**src/rtl/alu_pkg.sv**
```systemverilog
// Shared ALU opcode encodings, default operand width and issuer FSM state type.
package alu_pkg;

  localparam int unsigned DATA_W_DEFAULT = 13;
  localparam int unsigned OP_W           = 3;

  // ALU opcode encodings as seen on cmd_opcode / alu_opcode
  typedef enum logic [OP_W-1:0] {
    OP_PASS = 3'b000,
    OP_ADD  = 3'b001,
    OP_SUB  = 3'b010,
    OP_DIV  = 3'b011,
    OP_MOD  = 3'b100,
    OP_GT   = 3'b101,
    OP_SHR  = 3'b110,
    OP_SHL  = 3'b111
  } alu_op_e;

  // Issuer sequencing: wait for work, launch it, wait for ALU, hold response
  typedef enum logic [1:0] {
    ST_IDLE  = 2'b00,
    ST_ISSUE = 2'b01,
    ST_WAIT  = 2'b10,
    ST_RESP  = 2'b11
  } issuer_state_e;

  // True for opcodes that fault on a zero divisor
  function automatic logic is_div_op(input logic [OP_W-1:0] op);
    return (op == OP_DIV) || (op == OP_MOD);
  endfunction

endpackage

```
**src/rtl/cmd_fifo.sv**
```systemverilog
// Circular command FIFO with registered full/empty flags; head is read combinationally.
module cmd_fifo #(
  parameter int unsigned WIDTH = 8,
  parameter int unsigned DEPTH = 4
) (
  input  logic             clk_i,
  input  logic             rst_i,
  input  logic             push_i,
  input  logic             pop_i,
  input  logic [WIDTH-1:0] wdata_i,
  output logic [WIDTH-1:0] rdata_o,
  output logic             full_o,
  output logic             empty_o
);

  localparam int unsigned AW = (DEPTH > 1) ? $clog2(DEPTH) : 1;
  localparam int unsigned CW = AW + 1;

  logic [WIDTH-1:0] mem_q [DEPTH];
  logic [AW-1:0]    wr_ptr_q, wr_ptr_d;
  logic [AW-1:0]    rd_ptr_q, rd_ptr_d;
  logic [CW-1:0]    count_q, count_d;
  logic             full_q, full_d;
  logic             empty_q, empty_d;
  logic             push_ok, pop_ok;

  // Next pointer/occupancy; a push while full or a pop while empty is ignored
  always_comb begin
    push_ok  = push_i && !full_q;
    pop_ok   = pop_i && !empty_q;
    wr_ptr_d = wr_ptr_q;
    rd_ptr_d = rd_ptr_q;
    count_d  = count_q;
    if (push_ok) wr_ptr_d = wr_ptr_q + AW'(1);
    if (pop_ok)  rd_ptr_d = rd_ptr_q + AW'(1);
    case ({push_ok, pop_ok})
      2'b10:   count_d = count_q + CW'(1);
      2'b01:   count_d = count_q - CW'(1);
      default: count_d = count_q;
    endcase
    full_d  = (count_d == CW'(DEPTH));
    empty_d = (count_d == '0);
  end

  // Pointer, occupancy and flag registers
  always_ff @(posedge clk_i) begin
    if (rst_i) begin
      wr_ptr_q <= '0;
      rd_ptr_q <= '0;
      count_q  <= '0;
      full_q   <= 1'b0;
      empty_q  <= 1'b1;
    end else begin
      wr_ptr_q <= wr_ptr_d;
      rd_ptr_q <= rd_ptr_d;
      count_q  <= count_d;
      full_q   <= full_d;
      empty_q  <= empty_d;
    end
  end

  // Entry storage; contents need no reset since empty_q guards reads
  always_ff @(posedge clk_i) begin
    if (push_ok) mem_q[wr_ptr_q] <= wdata_i;
  end

  assign rdata_o = mem_q[rd_ptr_q];
  assign full_o  = full_q;
  assign empty_o = empty_q;

endmodule

```
**src/rtl/alu_cmd_issuer.sv**
```systemverilog
// Queues ALU commands, issues them one at a time to an external ALU and
// returns tagged responses in acceptance order.
module alu_cmd_issuer
  import alu_pkg::*;
#(
  parameter int unsigned DATA_W  = DATA_W_DEFAULT,
  parameter int unsigned DEPTH   = 4,
  parameter int unsigned ALU_LAT = 1
) (
  input  logic                    aclk,
  input  logic                    reset,
  input  logic                    cmd_valid,
  output logic                    cmd_ready,
  input  logic [2:0]              cmd_opcode,
  input  logic [DATA_W-1:0]       cmd_x,
  input  logic [DATA_W-1:0]       cmd_y,
  output logic [2:0]              alu_opcode,
  output logic [DATA_W-1:0]       alu_x,
  output logic [DATA_W-1:0]       alu_y,
  input  logic [DATA_W-1:0]       alu_result,
  input  logic                    alu_status,
  output logic                    rsp_valid,
  input  logic                    rsp_ready,
  output logic [DATA_W-1:0]       rsp_result,
  output logic                    rsp_zero,
  output logic                    rsp_err,
  output logic [$clog2(DEPTH):0]  rsp_tag
);

  localparam int unsigned TAG_W = $clog2(DEPTH) + 1;
  localparam int unsigned ENT_W = TAG_W + OP_W + 2 * DATA_W;
  localparam int unsigned CNT_W = (ALU_LAT > 1) ? $clog2(ALU_LAT) : 1;

  issuer_state_e      state_q;
  logic [TAG_W-1:0]   tag_q;
  logic [TAG_W-1:0]   inflight_tag_q;
  logic [CNT_W-1:0]   lat_cnt_q;
  logic [OP_W-1:0]    alu_op_q;
  logic [DATA_W-1:0]  alu_x_q, alu_y_q;
  logic               rsp_valid_q;
  logic [DATA_W-1:0]  rsp_result_q;
  logic               rsp_zero_q, rsp_err_q;
  logic [TAG_W-1:0]   rsp_tag_q;

  logic               fifo_full, fifo_empty;
  logic               push, pop;
  logic [ENT_W-1:0]   fifo_wdata, fifo_rdata;
  logic [DATA_W-1:0]  head_x, head_y;
  logic [OP_W-1:0]    head_op;
  logic [TAG_W-1:0]   head_tag;

  // Entry layout: {tag, opcode, x, y}
  assign push       = cmd_valid && !fifo_full;
  assign pop        = (state_q == ST_ISSUE);
  assign fifo_wdata = {tag_q, cmd_opcode, cmd_x, cmd_y};
  assign head_y     = fifo_rdata[DATA_W-1:0];
  assign head_x     = fifo_rdata[2*DATA_W-1:DATA_W];
  assign head_op    = fifo_rdata[2*DATA_W +: OP_W];
  assign head_tag   = fifo_rdata[2*DATA_W+OP_W +: TAG_W];

  cmd_fifo #(
    .WIDTH (ENT_W),
    .DEPTH (DEPTH)
  ) u_cmd_fifo (
    .clk_i   (aclk),
    .rst_i   (reset),
    .push_i  (push),
    .pop_i   (pop),
    .wdata_i (fifo_wdata),
    .rdata_o (fifo_rdata),
    .full_o  (fifo_full),
    .empty_o (fifo_empty)
  );

  // Sequence number stamped on every accepted command; wraps naturally
  always_ff @(posedge aclk) begin
    if (reset) begin
      tag_q <= '0;
    end else if (push) begin
      tag_q <= tag_q + TAG_W'(1);
    end
  end

  // Issue FSM with registered ALU drive and response outputs
  always_ff @(posedge aclk) begin
    if (reset) begin
      state_q        <= ST_IDLE;
      inflight_tag_q <= '0;
      lat_cnt_q      <= '0;
      alu_op_q       <= '0;
      alu_x_q        <= '0;
      alu_y_q        <= '0;
      rsp_valid_q    <= 1'b0;
      rsp_result_q   <= '0;
      rsp_zero_q     <= 1'b0;
      rsp_err_q      <= 1'b0;
      rsp_tag_q      <= '0;
    end else begin
      case (state_q)
        ST_IDLE: begin
          if (!fifo_empty) state_q <= ST_ISSUE;
        end
        ST_ISSUE: begin
          if (is_div_op(head_op) && (head_y == '0)) begin
            // Zero divisor: answer directly, leave the ALU drive untouched
            rsp_valid_q  <= 1'b1;
            rsp_result_q <= '0;
            rsp_zero_q   <= 1'b1;
            rsp_err_q    <= 1'b1;
            rsp_tag_q    <= head_tag;
            state_q      <= ST_RESP;
          end else begin
            alu_op_q       <= head_op;
            alu_x_q        <= head_x;
            alu_y_q        <= head_y;
            inflight_tag_q <= head_tag;
            lat_cnt_q      <= '0;
            state_q        <= ST_WAIT;
          end
        end
        ST_WAIT: begin
          if (lat_cnt_q == CNT_W'(ALU_LAT - 1)) begin
            rsp_valid_q  <= 1'b1;
            rsp_result_q <= alu_result;
            rsp_zero_q   <= alu_status;
            rsp_err_q    <= 1'b0;
            rsp_tag_q    <= inflight_tag_q;
            state_q      <= ST_RESP;
          end else begin
            lat_cnt_q <= lat_cnt_q + CNT_W'(1);
          end
        end
        ST_RESP: begin
          if (rsp_ready) begin
            rsp_valid_q <= 1'b0;
            state_q     <= fifo_empty ? ST_IDLE : ST_ISSUE;
          end
        end
        default: state_q <= ST_IDLE;
      endcase
    end
  end

  assign cmd_ready  = !fifo_full;
  assign alu_opcode = alu_op_q;
  assign alu_x      = alu_x_q;
  assign alu_y      = alu_y_q;
  assign rsp_valid  = rsp_valid_q;
  assign rsp_result = rsp_result_q;
  assign rsp_zero   = rsp_zero_q;
  assign rsp_err    = rsp_err_q;
  assign rsp_tag    = rsp_tag_q;

endmodule

```
**config.mk**
```make
export PLATFORM = sky130hd
export DESIGN_NAME = alu_cmd_issuer
export DESIGN_NICKNAME = d
export VERILOG_FILES = /design/src/rtl/alu_pkg.sv /design/src/rtl/cmd_fifo.sv /design/src/rtl/alu_cmd_issuer.sv
export SDC_FILE = /design/constraint.sdc
export NUM_CORES = 1
export LEC_CHECK = 0
export ABC_AREA = 1
export CAP_MARGIN = 0
export CORE_MARGIN = 8
export CORE_UTILIZATION = 45
export CTS_CLUSTER_SIZE = 20
export DETAILED_ROUTE_END_ITERATION = 8
export PLACE_DENSITY = 0.65
export SETUP_SLACK_MARGIN = 0.02
export SYNTH_ARGS = -nofsm -noshare
export SYNTH_HDL_FRONTEND = slang
export SYNTH_HIERARCHICAL = 1
export SYNTH_SLANG_ARGS = --single-unit
```
**constraint.sdc**
```tcl
create_clock -name aclk -period 4.3 [get_ports aclk]
set_clock_uncertainty 0.2 [all_clocks]
set_input_delay 0.43 -clock aclk [delete_from_list [all_inputs] [get_ports aclk]]
set_output_delay 0.43 -clock aclk [all_outputs]
set_load 0.1 [all_outputs]
```
=== Word level (Yosys, flattened, before mapping) ===
Memories as Yosys holds them, arrays and structs flattened. A register that Yosys moved wholly into a read port is not among the register bits.
Index checks and enable logic that the tools add are counted.

* Equality and inequality tests: 13
* Add/subtract/negate cells: 6
* Bitwise gates (word level): 1
* Multiplexer cells: 28
* Reduce and logical (&&, ||, !) cells: 17

{| class="wikitable"
|+ Operator list
! operator !! count
|-
| $mux W13 || 2
|-
| $pmux W13 S2 || 1
|-
| $logic_not A13 Y1 || 1
|-
| $pmux W3 S2 || 2
|-
| $mux W1 || 11
|-
| $mux W2 || 5
|-
| $ne A2 B2 Y1 const B || 5
|-
| $pmux W2 S4 || 1
|-
| $add A3 B1 Y3 const B || 2
|-
| $eq A2 B2 Y1 const B || 3
|-
| $eq A3 B3 Y1 const B || 2
|-
| $mux W3 || 2
|-
| $pmux W1 S2 || 3
|-
| $reduce_and A3 Y1 || 2
|-
| $add A2 B1 Y2 const B || 2
|-
| $eq A2 B1 Y1 const B || 2
|-
| $logic_and A1 B1 Y1 || 4
|-
| $reduce_and A2 Y1 || 2
|-
| $reduce_and A4 Y1 || 1
|-
| $eq A3 B2 Y1 const B || 1
|-
| $logic_not A3 Y1 || 1
|-
| $pmux W1 S3 || 1
|-
| $reduce_bool A3 Y1 || 1
|-
| $sub A3 B1 Y3 const B || 1
|-
| other kinds (6) || 7
|}

* Flip-flop bits (word level): 66
* Bits in writable memories: 128
* Memories kept: 1
* Output and inout bits: 49
* Word-level logic and storage cells: 83

{| class="wikitable"
|+ Memories
! name !! words !! bits a word !! rd ports !! clocked after Yosys merged registers in !! write ports !! RTL line !! RTL
|-
| u_cmd_fifo.mem_q || 4 || 32 || 1 || 1 || 1 || cmd_fifo.sv:19 || <nowiki>logic [WIDTH-1:0] mem_q [DEPTH];</nowiki>
|}

=== Depth between registers and ports, before layout ===
* Word-level depth: 6
* Depth in mapped cells: 14
* Depth with buffers taken out: 14

=== Hierarchy ===
Netlist, hierarchy kept.

{| class="wikitable"
|+ Modules (own cells, without submodules)
! module !! instances !! area an instance (um^2) !! sequential area each (um^2) !! cells an instance
|-
| cmd_fifo || 1 || 5296.3 || 4063.9 || 377
|-
| alu_cmd_issuer || 1 || 2381.0 || 1121.1 || 297
|}

=== Least setup slack after synthesis ===
OpenSTA, ideal clock, no wires.

* Path kind: register to register
* From: reg u_cmd_fifo.full_q, in the netlist u_cmd_fifo/full_o
* To: mem u_cmd_fifo/mem_q[0][0] in the netlist's numbering (enable)
* Library setup time: 0.421 ns
* Data arrival time: 2.793 ns
* Cell stages (with the launch flop): 6
* Slack: 0.886 ns
* Cell sequence: dfxtp_1 inv_1 nand2_1 inv_1 nand2_1 nor2_1

* Longest elaborated chain between the ends: 5

{| class="wikitable"
|+ RTL lines
! element !! RTL line !! RTL
|-
| start: declaration || cmd_fifo.sv:23 || <nowiki>logic full_q, full_d;</nowiki>
|-
| start signal: assignment || cmd_fifo.sv:57 || <nowiki>full_q <= full_d;</nowiki>
|-
| $logic_not A1 Y1 || - ||
|-
| net cmd_ready || alu_cmd_issuer.sv:13 || <nowiki>output logic cmd_ready,</nowiki>
|-
| $logic_and A1 B1 Y1 || alu_cmd_issuer.sv:53 || <nowiki>assign push = cmd_valid && !fifo_full;</nowiki>
|-
| net push || alu_cmd_issuer.sv:46 || <nowiki>logic push, pop;</nowiki>
|-
| $logic_and A1 B1 Y1 || cmd_fifo.sv:29 || <nowiki>push_ok = push_i && !full_q;</nowiki>
|-
| $mux W1 || cmd_fifo.sv:64 || <nowiki>if (push_ok) mem_q[wr_ptr_q] <= wdata_i;</nowiki>
|-
| $mux W1 (not written as such) || cmd_fifo.sv:64 ||
|-
| end: declaration || cmd_fifo.sv:19 ||
|}

The timed path passes the listed nets, and every way through them passes these cells.

==> qor.yml <==
outcome: "completed"
synthArstFlopShare: 0
grt_pass1_vias: 5352
syn_inst: 674
fin_ws_ns: 1.15
vias: 5168
power_density_mw_per_mm2: 673
fin_crit_ns: 3.15
reg2regPathDepth: 11
final_area_sq_mm: 0.00932
synth_edf_count: 128
min-delay-start: "rsp_err"
critPathLaunchType: "flip-flop"
max_freq_mhz: 317
syn-cell-area_sq_mm: 0.00768
synthXorXnorAreaFrac: 0.00228
gp_congestion: 0.796
crit_path_max_fanout: 32
min_period_over_period: 0.733
holdBufCountCts: 0
synth_mux_area_frac: 0.00440
area_delta_synth_final_pct: 21.4
synth-seq-area-share: 0.675
yosysUniqueCellTypes: 32
clkTransAtPathRegs_ns: 0.07
rsz0062_at_grt: "false"
ys_ff_latch: 195
cp.arrival_ns: 3.32
wl_met2_um: 8500
fill_cells: 1395
final_cell_mix: "152 x nor2_1, 128 x edfxtp_1, 95 x clkdlybuf4s50_1, 75 x o21ai_0, 66 x dfxtp_1"
antenna_cells: 0
r2r_setup_slack_ns: 1.15
synth-adder-area-share: 0.0205
ioPinCount: 96
clkSinkCount: 195
synthSimpleGateAreaFrac: 0.131
fin_nets: 821
routedWlPerCell_um: 17.3
die-area_sq_mm: 0.0215
wirelength_um: 17200
fp-row-count: 47
dr.first_iter.drc_count: 390
maxCapViolations: 0
ant_nets: 0
syn_avg_cell_area_sq_um: 11.4
grt_max_degree: 65
post_cts_buffers: 0
viasPerCell: 5.19
die_y_um: 147
port_buffers: 95
end_kind: "flip-flop"
finalSetupViolCount: 0
dp_hpwl_um: 10300
p_leak_nw: 3.28
synth_top_family_by_area: "simple AND/OR/NAND/NOR gates"
max-vdd-ir-drop_v: 0.000419
cts_buffers: 17
wl_met3_um: 846
h-tree-depth: 4
slew-limit-headroom: 0.219
hold_viol: 0
routedLengthMet1_um: 7690
drv_slew: 0
drc: 0
die_w_um: 147
highest_layer: "met4"
synth_ff_type: "edfxtp_1"
fp.coreArea_sq_mm: 0.0166
placedInstanceArea_sq_mm: 0.00873
clkLatencyLatePin_ns: 0.44
synth_compound_area_frac: 0.114
antenna_found_initial: 0
crit_required_ns: 4.47
min_path_type: "reg -> reg"
ctsResizeCount: 0
start_util: 0.461
layout_commonest_cell: "nor2_1"
drive_gt1_frac: 0.0955
grt-ovfl-total: 0
holdPathStages: 2
grt_usage: 0.162
tns_ns: 0
yosys_warnings: 6
cts_tree: "yes"
synth_fp_nets: 733
clk_path_buf_depth: 2
cts-root-buf: "clkbuf_16"
firstDrtPassIters: 4
place_ws_ns: 1.13
grt_pass1_wl_um: 27700
worst_slew_pin_slew_ns: 1.17
path_class: "reg -> reg"
-- Yosys cell counts, drive strengths merged, types with 3 or more instances --
master	n	area share
dfxtp	67	0.17
inv	34	0.018
nand3	35	0.030
a21oi	25	0.021
nand2	34	0.018
ha	11	0.018
nor2	158	0.078
buf	29	0.031
o22ai	32	0.026
o21ai	103	0.067
mux2	3	0.0044
edfxtp	128	0.50
clkbuf	7	0.0034
-- through the flow --
stage               utilization  cells  power [mW]  hold WS (ns)
floorplan                     -    674        4.30         0.244
global placement          0.525    962        4.77         0.245
detailed placement        0.525    962        4.82         0.247
CTS                       0.558    994        6.32         0.258
global route              0.560    995        6.58         0.278
finish                    0.560    995        6.28         0.254
-- logic make-up (layout without fill, tap and decap cells) --
group | count (synthesis) | in the layout
XOR/XNOR | 2 | 2
buffers and inverters | 70 | 171
AO/OA/AOI/OAI | 160 | 160
flip-flops | 195 | 195
AND/OR/NAND/NOR | 232 | 232
adder cells (fa/ha/maj) | 12 | 12
multiplexers | 3 | 3
-- registers in the layout, summed over array words and instances (netlist names), named ones only --
| name | cells |
|---|---|
| u_cmd_fifo/mem_q | 128 |
| state_q | 2 |
| rsp_valid | 1 |
| rsp_zero | 1 |
| alu_opcode | 3 |
| u_cmd_fifo/full_o | 1 |
| u_cmd_fifo/empty_o | 1 |
| alu_x | 13 |
| rsp_result | 13 |
| u_cmd_fifo/wr_ptr_q | 2 |
| tag_q | 3 |
| inflight_tag_q | 3 |
| alu_y | 13 |
| u_cmd_fifo/rd_ptr_q | 2 |
| rsp_tag | 3 |
| u_cmd_fifo/count_q | 3 |
| rsp_err | 1 |
-- routing by layer --
layer | up-vias | track usage
li1 | 2534 | -
met1 | 2500 | 0.198
met2 | 121 | 0.273
met3 | 13 | 0.0374
met4 | 0 | 0.0613
met5 | - | 0
-- worst max-delay path: stages, from the launching register on --
cell and delay, ns:
dfxtp_2 0.61, buf_4 0.34, o21ai_0 0.14, o22ai_1 0.32, nor2_1 0.07, nand2_1 0.06
nand2_1 0.09, nand3_2 0.10, nand2_4 0.04, inv_1 0.85, nor2_1 0.11, nor2_1 0.16
-- worst paths after layout --
| path | end |
|---|---|
| max | alu_x[12] |
| min | rsp_err |
| max reg2reg | alu_x[12] |
| min reg2reg | rsp_err |
-- layout make-up --
type	count	area [sq um]	share of cell area
Sequential cell	195	5190	0.556
Multi-Input combinational cell	409	2120	0.227
Timing Repair Buffer	105	1050	0.112
Clock buffer	19	433	0.0464
Tap cell	220	275	0.0295
Inverter	34	135	0.0145
Clock inverter	13	125	0.0134
-- power by group --
part / internal [mW] / total [mW] / switching [mW] / leakage (nW)
combinational: 0.570 / 2.35 / 1.78 / 1.28
clock: 0.810 / 1.50 / 0.693 / 0.270
sequential: 2.28 / 2.42 / 0.141 / 1.73
total: 3.66 / 6.28 / 2.61 / 3.28
Note: power is estimated with default switching activity, not from simulation.
